==> src/rtl/if_stage_fetch.sv <==
// Instruction-fetch stage: owns the PC, drives the imem address and loads the IF/ID buffer.
// A one-cycle BOOT state after reset delivers a bubble before the first real fetch.
//
// state   | meaning
// --------+---------------------------------------------------------------
// ST_BOOT | first cycle after reset; PC holds, IF/ID loads a bubble
// ST_RUN  | normal fetch; priority flush > stall > advance; terminal
module if_stage_fetch #(
    parameter int               PC_W      = 9,
    parameter logic [PC_W-1:0]  RESET_PC  = '0,
    parameter logic [31:0]      NOP_INSTR = 32'h0000_0013
) (
    input  logic               clk,
    input  logic               reset_n,
    input  logic               stall_i,
    input  logic               flush_i,
    input  logic [PC_W-1:0]    redirect_pc_i,
    output logic [PC_W-1:0]    imem_addr_o,
    input  logic [31:0]        imem_rdata_i,
    output logic [PC_W+31:0]   if_id_o,
    output logic               if_id_valid_o,
    output logic [31:0]        fetch_cnt_o
);

    typedef enum logic {ST_BOOT, ST_RUN} state_t;

    localparam logic [PC_W+31:0] BUBBLE = {{PC_W{1'b0}}, NOP_INSTR};

    state_t              state_q, state_d;
    logic [PC_W-1:0]     pc_q, pc_d;
    logic [PC_W+31:0]    if_id_q, if_id_d;
    logic                valid_q, valid_d;
    logic [31:0]         cnt_q, cnt_d;

    always_comb begin
        state_d = state_q;
        pc_d    = pc_q;
        if_id_d = if_id_q;
        valid_d = valid_q;
        cnt_d   = cnt_q;
        case (state_q)
            ST_BOOT: begin
                state_d = ST_RUN;
                if_id_d = BUBBLE;
                valid_d = 1'b0;
            end
            ST_RUN: begin
                if (flush_i) begin
                    // Targets are word aligned; drop any stray low bits.
                    pc_d    = {redirect_pc_i[PC_W-1:2], 2'b00};
                    if_id_d = BUBBLE;
                    valid_d = 1'b0;
                end else if (!stall_i) begin
                    pc_d    = pc_q + PC_W'(4);
                    if_id_d = {pc_q, imem_rdata_i};
                    valid_d = 1'b1;
                    cnt_d   = cnt_q + 32'd1;
                end
            end
            default: state_d = ST_BOOT;
        endcase
    end

    always_ff @(posedge clk or negedge reset_n) begin
        if (!reset_n) begin
            state_q <= ST_BOOT;
            pc_q    <= RESET_PC;
            if_id_q <= BUBBLE;
            valid_q <= 1'b0;
            cnt_q   <= 32'd0;
        end else begin
            state_q <= state_d;
            pc_q    <= pc_d;
            if_id_q <= if_id_d;
            valid_q <= valid_d;
            cnt_q   <= cnt_d;
        end
    end

    assign imem_addr_o   = pc_q;
    assign if_id_o       = if_id_q;
    assign if_id_valid_o = valid_q;
    assign fetch_cnt_o   = cnt_q;

endmodule

==> config.mk <==
export PLATFORM = sky130hd
export DESIGN_NAME = if_stage_fetch
export DESIGN_NICKNAME = d
export VERILOG_FILES = /design/src/rtl/if_stage_fetch.sv
export SDC_FILE = /design/constraint.sdc
export NUM_CORES = 1
export LEC_CHECK = 0
export ABC_AREA = 0
export CORE_ASPECT_RATIO = 1.75
export CORE_MARGIN = 2
export CORE_UTILIZATION = 40
export DETAILED_ROUTE_END_ITERATION = 8
export PLACE_DENSITY = 0.76
export SLEW_MARGIN = 20
export SYNTH_ARGS = -nofsm -noshare
export SYNTH_HDL_FRONTEND = slang
export SYNTH_SLANG_ARGS = --single-unit
==> constraint.sdc <==
create_clock -name clk -period 1.9 [get_ports clk]
set_clock_uncertainty 0.1 [all_clocks]
set_input_delay 0.57 -clock clk [delete_from_list [all_inputs] [get_ports clk]]
set_output_delay 0.57 -clock clk [all_outputs]
set_load 0.02 [all_outputs]
==> results.cfg, run 1 <==
[outcome]
status = complete, no violations

[synth]
synth-seq-cells = 81
synth_area_um2 = 3430
synth-seq-area-share_pct = 59.2
synth_cell_type_count = 40
async_reset_ff_share_pct = 100
synthFlopType = dfrtp_1
synth_top_area_cell = dfrtp_1
synthCells = 283
synth-edff-count = 0
synth_top_area_share_pct = 56.9
syn_area_per_cell_um2 = 12.1
yosysWarnings = 0
synth.area.top_cells = dfrtp_1 57%, a22o_1 9.2%, xnor2_1 4.9%, xor2_1 3.1%, nand4_1 2.6%

[worst_setup_path]
slowest_delay_ns = 0.53
cp_cell_sequence = dlygate4sd2_1
start_kind = flip-flop
critPathTopFamily = flip-flops
reg2reg_from = fetch_cnt_o[15]$_DFFE_PN0P_
cp-end-kind = output pin
critPathBufInv = 1
required_ns = 1.23
critPathLaunch = if_id_o[0]$_DFFE_PN1P_
slowest_stage = dfstp_2
critPathKind = flip-flop to output pin
crit_fanout = 2
arrival_ns = 1.20

[min_path]
hold_path_class = flip-flop to flip-flop
min_from = fetch_cnt_o[31]$_DFFE_PN0P_

[clock_tree]
htreeDepth = 3
clk_pin_slew_ns = 0.06
cts.sinks = 81
clk_latency_ns = 0.34
root_buffer = clkbuf_16
clockBufferDepth = 2
cts_tree = built
cts_buffers = 9

[global_routing]
antenna_found_initial = 0
gr-usage-all-layers_pct = 20.5
grt_pass1_vias = 2940
grt_pass1_wl_mm = 14.7
overflow = 0
grt_max_degree = 50

[drt]
drc = 0
routed.top_layer = met4
drtPass1Iterations = 4
via_per_inst = 5.22
antenna_left = 0
wl_met1_mm = 3.57
dr_wl_met3_um = 534
drt_iter0_markers = 113
finalWirelength_mm = 9.01
wl_per_cell_um = 16.1
via_count = 2930
wl_met2_mm = 4.75

[power]
peakVddDrop_mv = 0.580
total_power_uw = 4220
p_leak_uw = 0.00277
p_per_area_nw_per_um2 = 796

[timing]
setup_viol = 0
slew_violations = 0
max_freq_mhz = 536
post-route-min-period_ns = 1.87
period_share_pct = 98.2
setup_slack_ns = 0.0347
final_hold_viol_count = 0
rsz0062_at_grt = false

[final_layout]
diodes = 0
num-nets-final = 488
syn_to_final_growth_pct = 54.7
fillers = 688
drive_gt1_share_pct = 17.3
final_cell_area_um2 = 5310

[placement]
dp_hpwl_mm = 6.69
placed_cell_area_um2 = 5090
io_buffers = 123
place_ws_ns = -0.687
gp_congestion = 0.811

[floorplanning]
die_area_um2 = 9360
num_rows = 44
die_y_um = 126
coreArea_um2 = 8310
start_util_pct = 41.3
die_w_um = 74.0
ios = 128

[run]
maxCapViolations = 0
-- power by group --
group	internal, uW	leakage [uW]	switching (uW)
clock	922	0.000138	698
sequential	1830	0.00108	94.5
combinational	320	0.00155	364
-- cell type report --
class	instances	area (um^2)	area share, %
Tap cell	115	144	2.71
Timing Repair Buffer	161	1450	27.2
Sequential cell	81	2030	38.3
Clock buffer	10	239	4.50
Multi-Input combinational cell	184	1390	26.1
Clock inverter	6	43.8	0.825
Inverter	4	15.0	0.283
-- placed cells by master (no fill, tap or decap), types with 3 or more instances in the layout --
cell	n
a21oi_1	7
a22o_1	36
and3_1	7
and4_1	4
buf_12	3
buf_4	35
clkbuf_16	9
clkdlybuf4s50_1	39
clkinv_4	3
conb_1	3
dfrtp_1	77
dfstp_2	3
dlygate4sd2_1	79
inv_1	4
mux2i_1	3
nand2_1	18
nand3_1	12
nand4_1	14
nor2_1	6
nor3_2	4
nor4_4	4
o22a_1	3
o22ai_1	6
xnor2_1	19
xor2_1	12
-- synthesized netlist by cell type (7+ instances only) --
library cell	number
a21oi_1	7
a22o_1	36
and3_1	7
clkbuf_1	10
dfrtp_1	78
nand2_1	18
nand3_1	12
nand4_1	14
nor2_1	8
xnor2_1	19
xor2_1	12
-- registers in the layout (all words and copies together), names as in the netlist --
register,count
if_id_valid_o,1
if_id_o,40
fetch_cnt_o,32
state_q,1
imem_addr_o,7
-- worst register-to-register path: cells and delay by family (launching register included) --
kind,cells,cell delay (ns)
AND/OR/NAND/NOR,3,0.85
flip-flops,1,0.42
buffers and inverters,1,0.19
XOR/XNOR,1,0.18
-- worst paths after layout --
kind / end / slack (ns) / cells after the start
setup / recovery: if_id_o[0] / 0.03 / 1
hold / removal: fetch_cnt_o[31]$_DFFE_PN0P_ / 0.37 / 1
setup reg to reg: fetch_cnt_o[29]$_DFFE_PN0P_ / 0.08 / 5
hold reg to reg: fetch_cnt_o[31]$_DFFE_PN0P_ / 0.37 / 1
max in group asynchronous: if_id_o[0]$_DFFE_PN1P_ / 0.72 / 3
min in group asynchronous: fetch_cnt_o[24]$_DFFE_PN0P_ / 0.47 / 2
-- logic make-up after synthesis --
group | synth area share [%]
compound gates | 13.1
xor+xnor | 7.92
fa+ha+maj | 0.730
buf+inv | 2.48
flops | 59.2
mux | 1.20
other cells | 0.219
simple gates | 15.2
-- layer usage --
layer,vias to the layer above,global-route usage [%]
met5,-,0
met4,0,8.02
met1,1444,25.5
li1,1361,-
met3,12,4.85
met2,113,33.7
-- through the flow --
stage	hold WS, ns	utilization (%)	cells	TNS [ns]
after detailed placement	0.277	61.2	542	-23.21
after floorplan	0.174	-	284	-1.39
after CTS	0.369	63.7	562	0
final	0.366	63.8	561	0
after global placement	0.277	61.2	542	-20.19
after global routing	0.396	63.8	561	0
-- timing repair --
item | CTS | global route
endpoints found under the setup margin | 108 | 6
pin swaps | 5 | 2
gates cloned | 0 | 0
buffers inserted | 3 | 0
hold buffers | 1 | 0
gates resized for setup | 91 | 6
hold endpoints to repair | 1 | 0
(Power assumes the default switching activity.)
==> inputs of run 2 (changes only) <==
--- a/config.mk
+++ b/config.mk
@@ -8,9 +8,8 @@
 export ABC_AREA = 0
 export CORE_ASPECT_RATIO = 1.75
 export CORE_MARGIN = 2
-export CORE_UTILIZATION = 40
+export CORE_UTILIZATION = 25
 export DETAILED_ROUTE_END_ITERATION = 8
-export PLACE_DENSITY = 0.76
 export SLEW_MARGIN = 20
 export SYNTH_ARGS = -nofsm -noshare
 export SYNTH_HDL_FRONTEND = slang
==> run 2 against run 1 <==
First-iteration DRC count fell by 24%. Critical path depth grew 5. Fmax shrank 1.3%. Die area rose by 57%. Highest routed layer unchanged. Final area is 1.5% higher.
==> results.cfg, run 2 (synthesis gave the netlist of run 1 again) <==
[timing]
final_hold_viol_count = 0
setup_slack_ns = 0.00922
rsz0062_at_grt = true
post-route-min-period_ns = 1.89
max_freq_mhz = 529
period_share_pct = 99.5
setup_viol = 0
slew_violations = 0

[placement]
dp_hpwl_mm = 7.40
placedCellCount = 597
placed_cell_area_um2 = 5120
place_ws_ns = -0.712
gp_congestion = 0.786
io_buffers = 123

[worst_setup_path]
r2r-end = fetch_cnt_o[27]$_DFFE_PN0P_
cp_common_cell = buf_6
critPathKind = input pin to flip-flop
cp-end-kind = flip-flop
slowest_delay_ns = 0.53
critPathTopFamily = simple AND/OR/NAND/NOR gates
cp_cell_sequence = buf_6 -> or3b_4 -> buf_6 -> or4_4 -> nor3_4 -> xor2_1
arrival_ns = 2.04
r2r_setup_slack_ns = 0.009
required_ns = 2.05
reg2reg_from = state_q$_DFF_PN0_
critPathBufInv = 2
start_kind = input pin
crit_fanout = 2
worst_r2r_path_depth = 5
slowest_stage = or4_4

[global_routing]
busiest_layer = met2
grt_max_degree = 42
met1_usage_pct = 15.7
overflow = 0
grt_pass1_wl_mm = 16.2
grt_pass1_vias = 3035
grt.met2_usage_pct = 25.5
gr-usage-all-layers_pct = 14.0
met3_usage_pct = 3.60
antenna_found_initial = 0

[run]
maxCapViolations = 0

[final_layout]
final_cell_mix = 80 x dlygate4sd2_1, 76 x dfrtp_1, 39 x clkdlybuf4s50_1, 36 x a22o_1, 32 x buf_4
final_util_pct = 40.2
fillers = 1329
drive_gt1_share_pct = 16.5
finalNonFillerCells = 617
final_common_cell = dlygate4sd2_1
diodes = 0
num-nets-final = 485
largest_reg_flops = 40
syn_to_final_growth_pct = 57.0
final_cell_area_um2 = 5380

[power]
p_leak_uw = 0.00277
peakVddDrop_mv = 0.425
p_per_area_nw_per_um2 = 814

[drt]
drtPass1Iterations = 4
finalWirelength_mm = 9.87
via_per_inst = 4.68
drt_iter0_markers = 86
antenna_left = 0
drc = 0
wl_per_cell_um = 16.0
via_count = 2888

[min_path]
hold_path_class = input pin to async pin

[clock_tree]
htreeDepth = 3
cts_buffers = 9
hold_buffers = 0
cts.sinks = 81
clockBufferDepth = 2
clk_pin_slew_ns = 0.06
clk_latency_ns = 0.33
cts_tree = built
root_buffer = clkbuf_16

[floorplanning]
die_area_um2 = 14700
start_util_pct = 25.6
die_y_um = 159
ios = 128
num_rows = 56
die_w_um = 92.5
coreArea_um2 = 13400

[outcome]
status = complete, no violations
==> run 2: cell count changes in the layout (fill, tap and decap cells not counted), sizes merged <==
cell           previous run  this run
dlygate4sd3               1         0
dlygate4sd2              79        80
bufinv                    0         1
clkbuf                   10        12
clkdlybuf4s15             2         1
clkinvlp                  1         3
buf                      40        38
clkinv                    5         0
==> run 2: through the flow <==
step           hold slack, ns  setup TNS, ns  power [uW]
6_report               0.0354              0        4380
5_1_grt                0.0379         -0.118        4580
4_1_cts                0.0319         -0.123        4460
3_5_place_dp            0.356         -22.46        2750
3_3_place_gp            0.372         -21.64        2750
2_1_floorplan           0.174          -1.39        2260
==> run 2: final cells by class <==
type                            count  area (um^2)  area share, %
Sequential cell                    81         2030           37.8
Timing Repair Buffer              158         1430           26.5
Multi-Input combinational cell    184         1390           25.8
Clock buffer                       12          246           4.58
Tap cell                          174          218           4.04
Clock inverter                      4         52.6          0.976
Inverter                            4         15.0          0.279
==> run 2: how the worst max path moves through the flow <==
stage	startpoint	cells after the start	to
global route	fetch_cnt_o[15]$_DFFE_PN0P_	4	fetch_cnt_o[27]$_DFFE_PN0P_
CTS	state_q$_DFF_PN0_	5	fetch_cnt_o[27]$_DFFE_PN0P_
floorplan	stall_i	6	fetch_cnt_o[23]$_DFFE_PN0P_
detailed placement	stall_i	6	fetch_cnt_o[23]$_DFFE_PN0P_
global placement	stall_i	6	fetch_cnt_o[31]$_DFFE_PN0P_
finish	flush_i	6	fetch_cnt_o[27]$_DFFE_PN0P_
==> run 2: power breakdown <==
part           internal (uW)  total, uW  switching (uW)
Clock                   1050       1740             683
Combinational            339        739             400
Sequential              1830       1900            78.4
==> run 2: routing by layer <==
layer | wire (um) | part of all wire, % | up-vias
met5 | 0 | 0 | -
met3 | 489 | 5.0 | 9
met2 | 5520 | 56 | 83
li1 | - | - | 1355
met4 | 129 | 1.3 | 0
met1 | 3730 | 38 | 1441
==> run 2: what timing repair did <==
item / in CTS / in global routing
pin swaps: 6 / 9
hold endpoints to repair: 0 / 0
setup endpoints to repair: 108 / 17
gates cloned: 0 / 0
gates resized for setup: 94 / 5
buffers inserted: 2 / 3
